**config.mk**
```make
export PLATFORM = sky130hd
export DESIGN_NAME = dreg_wb
export DESIGN_NICKNAME = d
export VERILOG_FILES = /design/src/rtl/commons.sv /design/src/rtl/dreg_pkg.sv /design/src/rtl/wb_fifo.sv /design/src/rtl/dreg_wb.sv
export SDC_FILE = /design/constraint.sdc
export NUM_CORES = 1
export LEC_CHECK = 0
export BUFFER_PORTS_ARGS = -buffer_cell sky130_fd_sc_hd__buf_2
export CORE_MARGIN = 10
export CORE_UTILIZATION = 35
export DETAILED_ROUTE_END_ITERATION = 10
export GPL_TIMING_DRIVEN = 0
export PLACE_DENSITY = 0.51
export SYNTH_ARGS = -nofsm -noshare
export SYNTH_HDL_FRONTEND = slang
export SYNTH_HIERARCHICAL = 1
export SYNTH_SLANG_ARGS = --single-unit
```
**constraint.sdc**
```tcl
create_clock -name clk -period 5.2 [get_ports clk]
set_input_delay 1.04 -clock clk [delete_from_list [all_inputs] [get_ports clk]]
set_output_delay 1.04 -clock clk [all_outputs]
set_load 0.1 [all_outputs]
```
**src/rtl/commons.sv**
```systemverilog
// Project-wide datapath width shared by register-file blocks.
package commons;
    localparam int BITNESS = 32;
endpackage

```
**src/rtl/dreg_pkg.sv**
```systemverilog
// Shared types and helpers for the data-register writeback path.
package dreg_pkg;
    import commons::*;

    localparam int WORD         = BITNESS;
    localparam int NREG         = 32;
    localparam int MIRROR_SPLIT = 16;

    typedef struct packed {
        logic [4:0]      addr;
        logic [WORD-1:0] data;
        logic [WORD-1:0] mask;
    } wb_entry_t;

    // Low registers are mirrored into the upper half, so a write there dirties both.
    function automatic logic [NREG-1:0] alias_bits(input logic [4:0] addr);
        logic [NREG-1:0] v;
        v       = '0;
        v[addr] = 1'b1;
        if (addr < 5'(MIRROR_SPLIT))
            v[addr + 5'(MIRROR_SPLIT)] = 1'b1;
        return v;
    endfunction
endpackage

```
**src/rtl/wb_fifo.sv**
```systemverilog
// Small synchronous FIFO of writeback entries; exposes per-slot valid/addr for hazard tracking.
module wb_fifo
    import dreg_pkg::*;
#(
    parameter int DEPTH = 2,
    parameter int CW    = $clog2(DEPTH + 1)
) (
    input  logic                  clk,
    input  logic                  rst,
    input  logic                  push,
    input  wb_entry_t             push_entry,
    input  logic                  pop,
    output wb_entry_t             head,
    output logic [CW-1:0]         count,
    output logic [DEPTH-1:0]      ent_vld,
    output logic [DEPTH-1:0][4:0] ent_addr
);
    localparam int PW = (DEPTH > 1) ? $clog2(DEPTH) : 1;

    wb_entry_t         mem [DEPTH];
    logic [PW-1:0]     rd_ptr, wr_ptr;
    logic              do_push, do_pop;

    assign do_push = push && (count < CW'(DEPTH));
    assign do_pop  = pop && (count != '0);
    assign head    = mem[rd_ptr];

    always_comb begin
        for (int i = 0; i < DEPTH; i++)
            ent_addr[i] = mem[i].addr;
    end

    always_ff @(posedge clk) begin
        if (do_push)
            mem[wr_ptr] <= push_entry;
    end

    // Push and pop never target the same slot: that needs count 0 or DEPTH, where one is blocked.
    always_ff @(posedge clk or negedge rst) begin
        if (!rst) begin
            rd_ptr  <= '0;
            wr_ptr  <= '0;
            count   <= '0;
            ent_vld <= '0;
        end else begin
            if (do_push) begin
                ent_vld[wr_ptr] <= 1'b1;
                wr_ptr <= (wr_ptr == PW'(DEPTH - 1)) ? '0 : wr_ptr + 1'b1;
            end
            if (do_pop) begin
                ent_vld[rd_ptr] <= 1'b0;
                rd_ptr <= (rd_ptr == PW'(DEPTH - 1)) ? '0 : rd_ptr + 1'b1;
            end
            count <= count + CW'(do_push) - CW'(do_pop);
        end
    end
endmodule

```
**src/rtl/dreg_wb.sv**
```systemverilog
// Writeback arbiter for the data register file: load beats beat ALU beats unless the ALU has
// lost STARVE arbitrations in a row; one registered masked write per cycle plus a pending map.
module dreg_wb
    import dreg_pkg::*;
#(
    parameter int DEPTH  = 2,
    parameter int STARVE = 3
) (
    input  logic            clk,
    input  logic            rst,
    input  logic            alu_valid,
    output logic            alu_ready,
    input  logic [4:0]      alu_addr,
    input  logic [WORD-1:0] alu_data,
    input  logic [WORD-1:0] alu_mask,
    input  logic            ld_valid,
    output logic            ld_ready,
    input  logic [4:0]      ld_addr,
    input  logic [WORD-1:0] ld_data,
    input  logic [WORD-1:0] ld_mask,
    output logic            w,
    output logic [4:0]      wa,
    output logic [WORD-1:0] wval,
    output logic [WORD-1:0] mask,
    output logic [NREG-1:0] pending,
    output logic            idle
);
    localparam int CW = $clog2(DEPTH + 1);
    localparam int SW = $clog2(STARVE + 2);

    wb_entry_t             alu_in, ld_in, alu_head, ld_head, sel;
    logic [CW-1:0]         alu_cnt, ld_cnt;
    logic [DEPTH-1:0]      alu_vld, ld_vld;
    logic [DEPTH-1:0][4:0] alu_ea, ld_ea;
    logic                  alu_ne, ld_ne, alu_win, ld_win, pop_any;
    logic [SW-1:0]         starve_cnt;
    logic [NREG-1:0]       pend_c;

    assign alu_in    = '{addr: alu_addr, data: alu_data, mask: alu_mask};
    assign ld_in     = '{addr: ld_addr, data: ld_data, mask: ld_mask};
    assign alu_ready = rst && (alu_cnt < CW'(DEPTH));
    assign ld_ready  = rst && (ld_cnt < CW'(DEPTH));

    assign alu_ne  = (alu_cnt != '0);
    assign ld_ne   = (ld_cnt != '0);
    assign alu_win = alu_ne && (!ld_ne || starve_cnt == SW'(STARVE));
    assign ld_win  = ld_ne && !alu_win;
    assign pop_any = alu_ne || ld_ne;
    assign sel     = alu_win ? alu_head : ld_head;

    wb_fifo #(.DEPTH(DEPTH)) u_alu_fifo (
        .clk(clk), .rst(rst), .push(alu_valid && alu_ready), .push_entry(alu_in),
        .pop(alu_win), .head(alu_head), .count(alu_cnt), .ent_vld(alu_vld), .ent_addr(alu_ea)
    );

    wb_fifo #(.DEPTH(DEPTH)) u_ld_fifo (
        .clk(clk), .rst(rst), .push(ld_valid && ld_ready), .push_entry(ld_in),
        .pop(ld_win), .head(ld_head), .count(ld_cnt), .ent_vld(ld_vld), .ent_addr(ld_ea)
    );

    always_comb begin
        pend_c = '0;
        for (int i = 0; i < DEPTH; i++) begin
            if (alu_vld[i]) pend_c = pend_c | alias_bits(alu_ea[i]);
            if (ld_vld[i])  pend_c = pend_c | alias_bits(ld_ea[i]);
        end
        if (w) pend_c = pend_c | alias_bits(wa);
    end
    assign pending = pend_c;
    assign idle    = !alu_ne && !ld_ne && !w;

    always_ff @(posedge clk or negedge rst) begin
        if (!rst) begin
            starve_cnt <= '0;
            w          <= 1'b0;
            wa         <= '0;
            wval       <= '0;
            mask       <= '0;
        end else begin
            if (alu_ne && ld_win)
                starve_cnt <= (starve_cnt == SW'(STARVE)) ? starve_cnt : starve_cnt + 1'b1;
            else
                starve_cnt <= '0;
            // A zero-mask entry still burns the slot but must not strobe the register file.
            if (pop_any) begin
                w    <= (sel.mask != '0);
                wa   <= sel.addr;
                wval <= sel.data;
                mask <= sel.mask;
            end else begin
                w <= 1'b0;
            end
        end
    end
endmodule

```
After elaboration in Yosys (flattened, before gate mapping)
Memories as Yosys holds them, arrays and structs flattened.
Index checks and enable logic that the tools add are counted.
{"block": "totals", "memories": 2, "regBits": 85, "input_bits": 142, "out_inout_bits": 105, "ram_bits": 276, "wordCells": 175}
{"block": "op_classes", "bitwise_logic": 15, "n_lt_le_gt_ge": 35, "addsub": 14, "n_eq_ne": 2, "n_reduce_logical": 36, "muxes": 58}
{"memory": "u_alu_fifo.mem", "depth": 2, "width": 69, "rd": 3, "rd_clocked_by_memory_dff": 0, "wr": 1, "line_no": "wb_fifo.sv:20", "rtl": "wb_entry_t mem [DEPTH];"}
{"memory": "u_ld_fifo.mem", "depth": 2, "width": 69, "rd": 3, "rd_clocked_by_memory_dff": 0, "wr": 1, "line_no": "wb_fifo.sv:20"}
{"operator": "2-to-1 mux 32 bit", "n": 14}
{"operator": "bitwise OR 32 bit", "n": 9}
{"operator": "2-to-1 mux 69 bit", "n": 1}
{"operator": "< comparator 5 x 6 -> 1 bit, second input constant", "n": 10}
{"operator": "demux 1 bit (select 5 bit)", "n": 10}
{"operator": ">= comparator 5 x 1 -> 1 bit, second input constant", "n": 10}
{"operator": "nonzero test 32 bit", "n": 1}
{"operator": "logical AND 1 bit", "n": 27}
{"operator": "adder 5 bit, second input constant", "n": 5}
{"operator": "< comparator 5 bit, second input constant", "n": 5}
{"operator": "2-to-1 mux 1 bit", "n": 23}
{"operator": "< comparator 1 x 2 -> 1 bit, second input constant", "n": 4}
{"operator": "2-to-1 mux 2 bit", "n": 4}
{"operator": "2-to-1 mux 3 bit", "n": 2}
{"operator": "adder 1 bit, second input constant", "n": 4}
{"operator": "adder 2 x 1 -> 2 bit", "n": 2}
{"operator": "AND 2 bit", "n": 2}
{"operator": "demux 1 bit (select 1 bit)", "n": 4}
{"operator": ">= comparator 1 bit, second input constant", "n": 4}
{"operator": "zero test 1 bit", "n": 4}
{"operator": "< comparator 2 bit, second input constant", "n": 2}
{"operator": "inverter 2 bit", "n": 2}
{"operator": "bitwise OR 2 bit", "n": 2}
{"operator": "nonzero test 2 bit", "n": 2}
{"operator": "5 further kinds", "n": 7}

Depth between registers and ports, before layout
{"block": "logic_depth", "ltp_word": 16, "mapped_depth": 10, "mapped_depth_nobuf": 9}

Modules after synthesis
Netlist, hierarchy kept.
{"mod": "wb_fifo", "seq_area_each_um2": 4294.1, "instances": 2, "area_per_inst_um2": 5672.9, "cells_per_inst": 246}
{"mod": "dreg_wb", "seq_area_each_um2": 1826.8, "instances": 1, "area_per_inst_um2": 4795.8, "cells_per_inst": 532}

Least setup slack after synthesis
No wires, ideal clock.
{"block": "synth_timing", "path_type": "reg2out", "startpoint": "memory u_ld_fifo/mem[1][67] (netlist name)", "endpoint": "output port pending[20]", "path_buffers": 1, "slack_ns": -0.030, "stages_incl_launch_ff": 4, "arrival_time_ns": 4.190, "required_ns": 4.160, "path_cell_list": "edfxtp_1 > buf_4 > nand3b_1 > o311ai_0"}
{"item": "from (decl)", "line_no": "wb_fifo.sv:20"}
{"item": "to (decl)", "line_no": "dreg_wb.sv:25", "rtl": "output logic [NREG-1:0] pending,"}

Worst setup path in the final report
{"block": "layout_timing", "startpoint": "register wa[0]", "endpoint": "output port pending[25]"}
{"block": "layout_between", "elab_chain_cells": 10, "word_cells_on_any_way": 17, "classes_between": "add/sub: 1; order compare: 5; mux: 7; bitwise: 2; reduce/logical: 2"}
{"item": "from (decl)", "line_no": "dreg_wb.sv:22", "rtl": "output logic [4:0] wa,"}
{"item": "from (signal assigned)", "line_no": "dreg_wb.sv:87", "rtl": "wa <= sel.addr;"}
{"item": "adder 5 bit", "line_no": "dreg_pkg.sv:21", "rtl": "v[addr + 5'(MIRROR_SPLIT)] = 1'b1;"}
{"item": "< comparator 5 x 6 -> 1 bit (implied by the code) / >= comparator 5 x 1 -> 1 bit (equally long branches)", "line_no": "dreg_pkg.sv:21"}
{"item": "logical AND 1 bit (implied by the code)", "line_no": "dreg_pkg.sv:21"}
{"item": "2-to-1 mux 1 bit (implied by the code)", "line_no": "dreg_pkg.sv:21"}
{"item": "demux 1 bit (select 5 bit)", "line_no": "dreg_pkg.sv:21"}
{"item": "bitwise OR 32 bit (no line)"}
{"item": "2-to-1 mux 32 bit (*)", "line_no": "dreg_pkg.sv:20", "rtl": "if (addr < 5'(MIRROR_SPLIT))"}
{"item": "2-to-1 mux 32 bit (*)", "line_no": "dreg_wb.sv:67", "rtl": "if (w) pend_c = pend_c | alias_bits(wa);"}
{"item": "bitwise OR 32 bit (*)", "line_no": "dreg_wb.sv:67"}
{"item": "2-to-1 mux 32 bit (*)", "line_no": "dreg_wb.sv:67"}
Every way passes the cells marked *; elsewhere a longest branch is shown, timed or not. The select of a mux whose other input is x is not followed.

==> results.yml <==
synth:
  yosys.area.top_type_share_pct: 51.3
  yosys_register_bits: 361
  ys.warnings.count: 6
  ys_async_sr_fraction_pct: 23.5
  synth.distinct_cells: 58
  synthesis.area_per_instance_um2: 15.8
  syn-cell-area_um2: 16100
  syn_inst: 1024
  seq_area_frac_synth_pct: 64.5
  synth_enable_flop_cells: 276
  synth_fp_nets: 1170
  synth_area_leaders: "edfxtp_1, dfrtp_1, mux2_4, mux2i_1, a22o_1"
  synthFlopType: "edfxtp_1"
  post_synth_top_area_cell: "edfxtp_1"
layout:
  mostFrequentLayoutCells: "edfxtp_1, buf_2, mux2_4"
  areaGrowthSynthToFinish_pct: 21.2
  final_common_cell: "edfxtp_1"
  layout-drive-gt1-share_pct: 38.3
  finish.net_count: 1464
  layout.filler_cells: 4240
  final_core_utilization_pct: 43.0
  final-instance-count-excl-fill: 1953
drt:
  drt-initial-drc-count: 793
  antenna_left: 0
  route.detailed.drc: 0
  drt_wl_total_um: 47700
  dr.pass1.iters: 5
  avgRoutedWirePerCell_um: 24.4
  drt-vias-per-instance: 5.09
  num_vias: 9941
grt:
  grt_start_max_net_pins: 50
  global_route.peak_usage_layer: "met2"
  vias_in_the_first_global_route: 10500
  globalRoute.totalOverflow: 0
  globalRouteMet1Util_pct: 21.3
  global_routing_usage_on_met2_pct: 27.4
  grt_met3_usage_pct: 4.05
  grt_usage_pct: 16.7
  grt_antenna_before_repair: 7
  grt_pass1_wl_um: 69900
timing:
  final_period_minus_worst_setup_slack_ps: 3890
  final-hold-violation-count: 0
  grt_setup_unrepaired: "false"
  slew_viol_final: 0
  fin_hold_ws_ps: 428
  achievable-frequency_mhz: 257
  post-route-period-util_pct: 74.7
  setup_viol_count_final: 0
  timing_worst_slew_pin_value_ps: 928
  final_critical_path_setup_slack_ps: 1310
  finalClockSkew_ps: 15.6
  slew_limit_headroom_pct: 38.0
floorplanning:
  ios: 247
  effective_utilization_at_floorplan_pct: 35.5
  die_w_um: 235
  die_area_um2: 55100
  placement_rows: 78
  die_height_um: 235
  fp.coreArea_um2: 45500
clock_tree:
  tritoncts.num_buffers: 41
  cts_hold_buffers: 0
  clk_root_buf: "clkbuf_16"
  post_cts.resized_instances: 0
  clock_pin_slew_of_the_registers_on_the_worst_case_setup_and_hold_paths_ps: 60
  clkLatencyLatePin_ps: 560
  clock_tree_from_tritoncts: "built"
  cts.sink_count: 361
  cts.htree.levels: 2
  cts_setup_buffers: 0
  max-clock-path-buffers: 3
pwr:
  power_leakage_nw: 7.94
  ir_drop_mv: 0.385
  power-per-cell-area_nw_per_um2: 693
  p_total_mw: 13.6
critical_path:
  worstPathRequired_ps: 4160
  crit_family: "buffers and inverters"
  crit_path_top_delay_cell: "nor2_1"
  crit_path_cell_trace: "clkbuf_1, nand2_1, nor2_1, a31oi_1, o221ai_1, buf_2"
  crit_path_category: "reg -> out"
  slowest_delay_ps: 600
  rrSetupSlack_ps: 2700
  worst_setup_path_end_kind: "output pin"
  worstSetupStartpointType: "flop"
  critical_path.n_buffers_inverters: 2
  crit_path_max_fanout: 8
  arrival_ps: 2850
place:
  dp_cells: 1875
  preCtsSetupSlack_ps: 1230
  dp_hpwl_um: 34000
  globalplace.congestion: 0.870
  port_buffers: 246
hold_path:
  min-delay-path-class: "reg -> reg"
job:
  maxCapViolations: 0
run_status:
  outcome: "complete, no violations"
[state kept, by name, summed over array words and instances (netlist names), 3 cells and up]
name	count
u_alu_fifo/mem	138
u_ld_fifo/mem	138
mask	32
wval	32
wa	5
starve_cnt	3
[per-layer routing]
layer,part of all wire [%],wire length (µm)
met1,44,20900
met2,47,22600
met3,6.1,2890
met4,2.8,1310
met5,0.065,31
[cell type report]
cell class	count	area, µm²	area share (%)
Antenna cell	4	10.0	0.0512
Buffer	66	642	3.28
Clock buffer	60	1150	5.88
Clock inverter	14	125	0.640
Inverter	8	30.0	0.154
Multi-Input combinational cell	589	5060	25.9
Sequential cell	361	10400	53.2
Tap cell	600	751	3.84
Timing Repair Buffer	251	1370	7.01
[power breakdown]
group          switching [mW]  internal, mW  leakage, nW
combinational            4.77          2.00         3.79
clock                    1.13          1.63        0.619
sequential              0.343          3.69         3.53
total                    6.24          7.32         7.94
[cell usage after synthesis (all sizes together), types with 7 or more instances]
master,n
edfxtp,276
mux2,138
dfrtp,85
nand2,63
buf,56
a21o,37
a22o,37
nor2,36
o21ai,35
a22oi,33
mux2i,33
nand3,27
nor4,16
o22ai,14
nand2b,13
and2,10
clkbuf,10
nor2b,9
inv,8
nand3b,8
o221ai,8
nor3b,7
[worst paths after layout]
check	start	to	cells after the start
worst max-delay path	wa[0]	pending[25]	6
worst min-delay path	starve_cnt[0]	starve_cnt[0]	1
worst max register to register	starve_cnt[0]	u_ld_fifo/count[1]	10
worst min register to register	starve_cnt[0]	starve_cnt[0]	1
max in group asynchronous	rst	mask[21]	2
min in group asynchronous	rst	wval[24]	1
[per-stage QoR]
step	area (µm²)	TNS, ps
floorplan	16100	0
global placement	18100	-552140
detailed placement	18300	0
finish	19600	0
CTS	19500	0
global route	19600	0
[cell families after synthesis]
group                      synth area share [%]
muxes                                      14.8
DFF                                        64.5
xor gates and xnor gates                  0.434
buffers and inverters                      4.16
AOI/OAI and AO/OA                          8.60
and+or+nand+nor                            7.19
adders and majority gates                 0.310
Note: power is estimated with default switching activity, not from simulation.
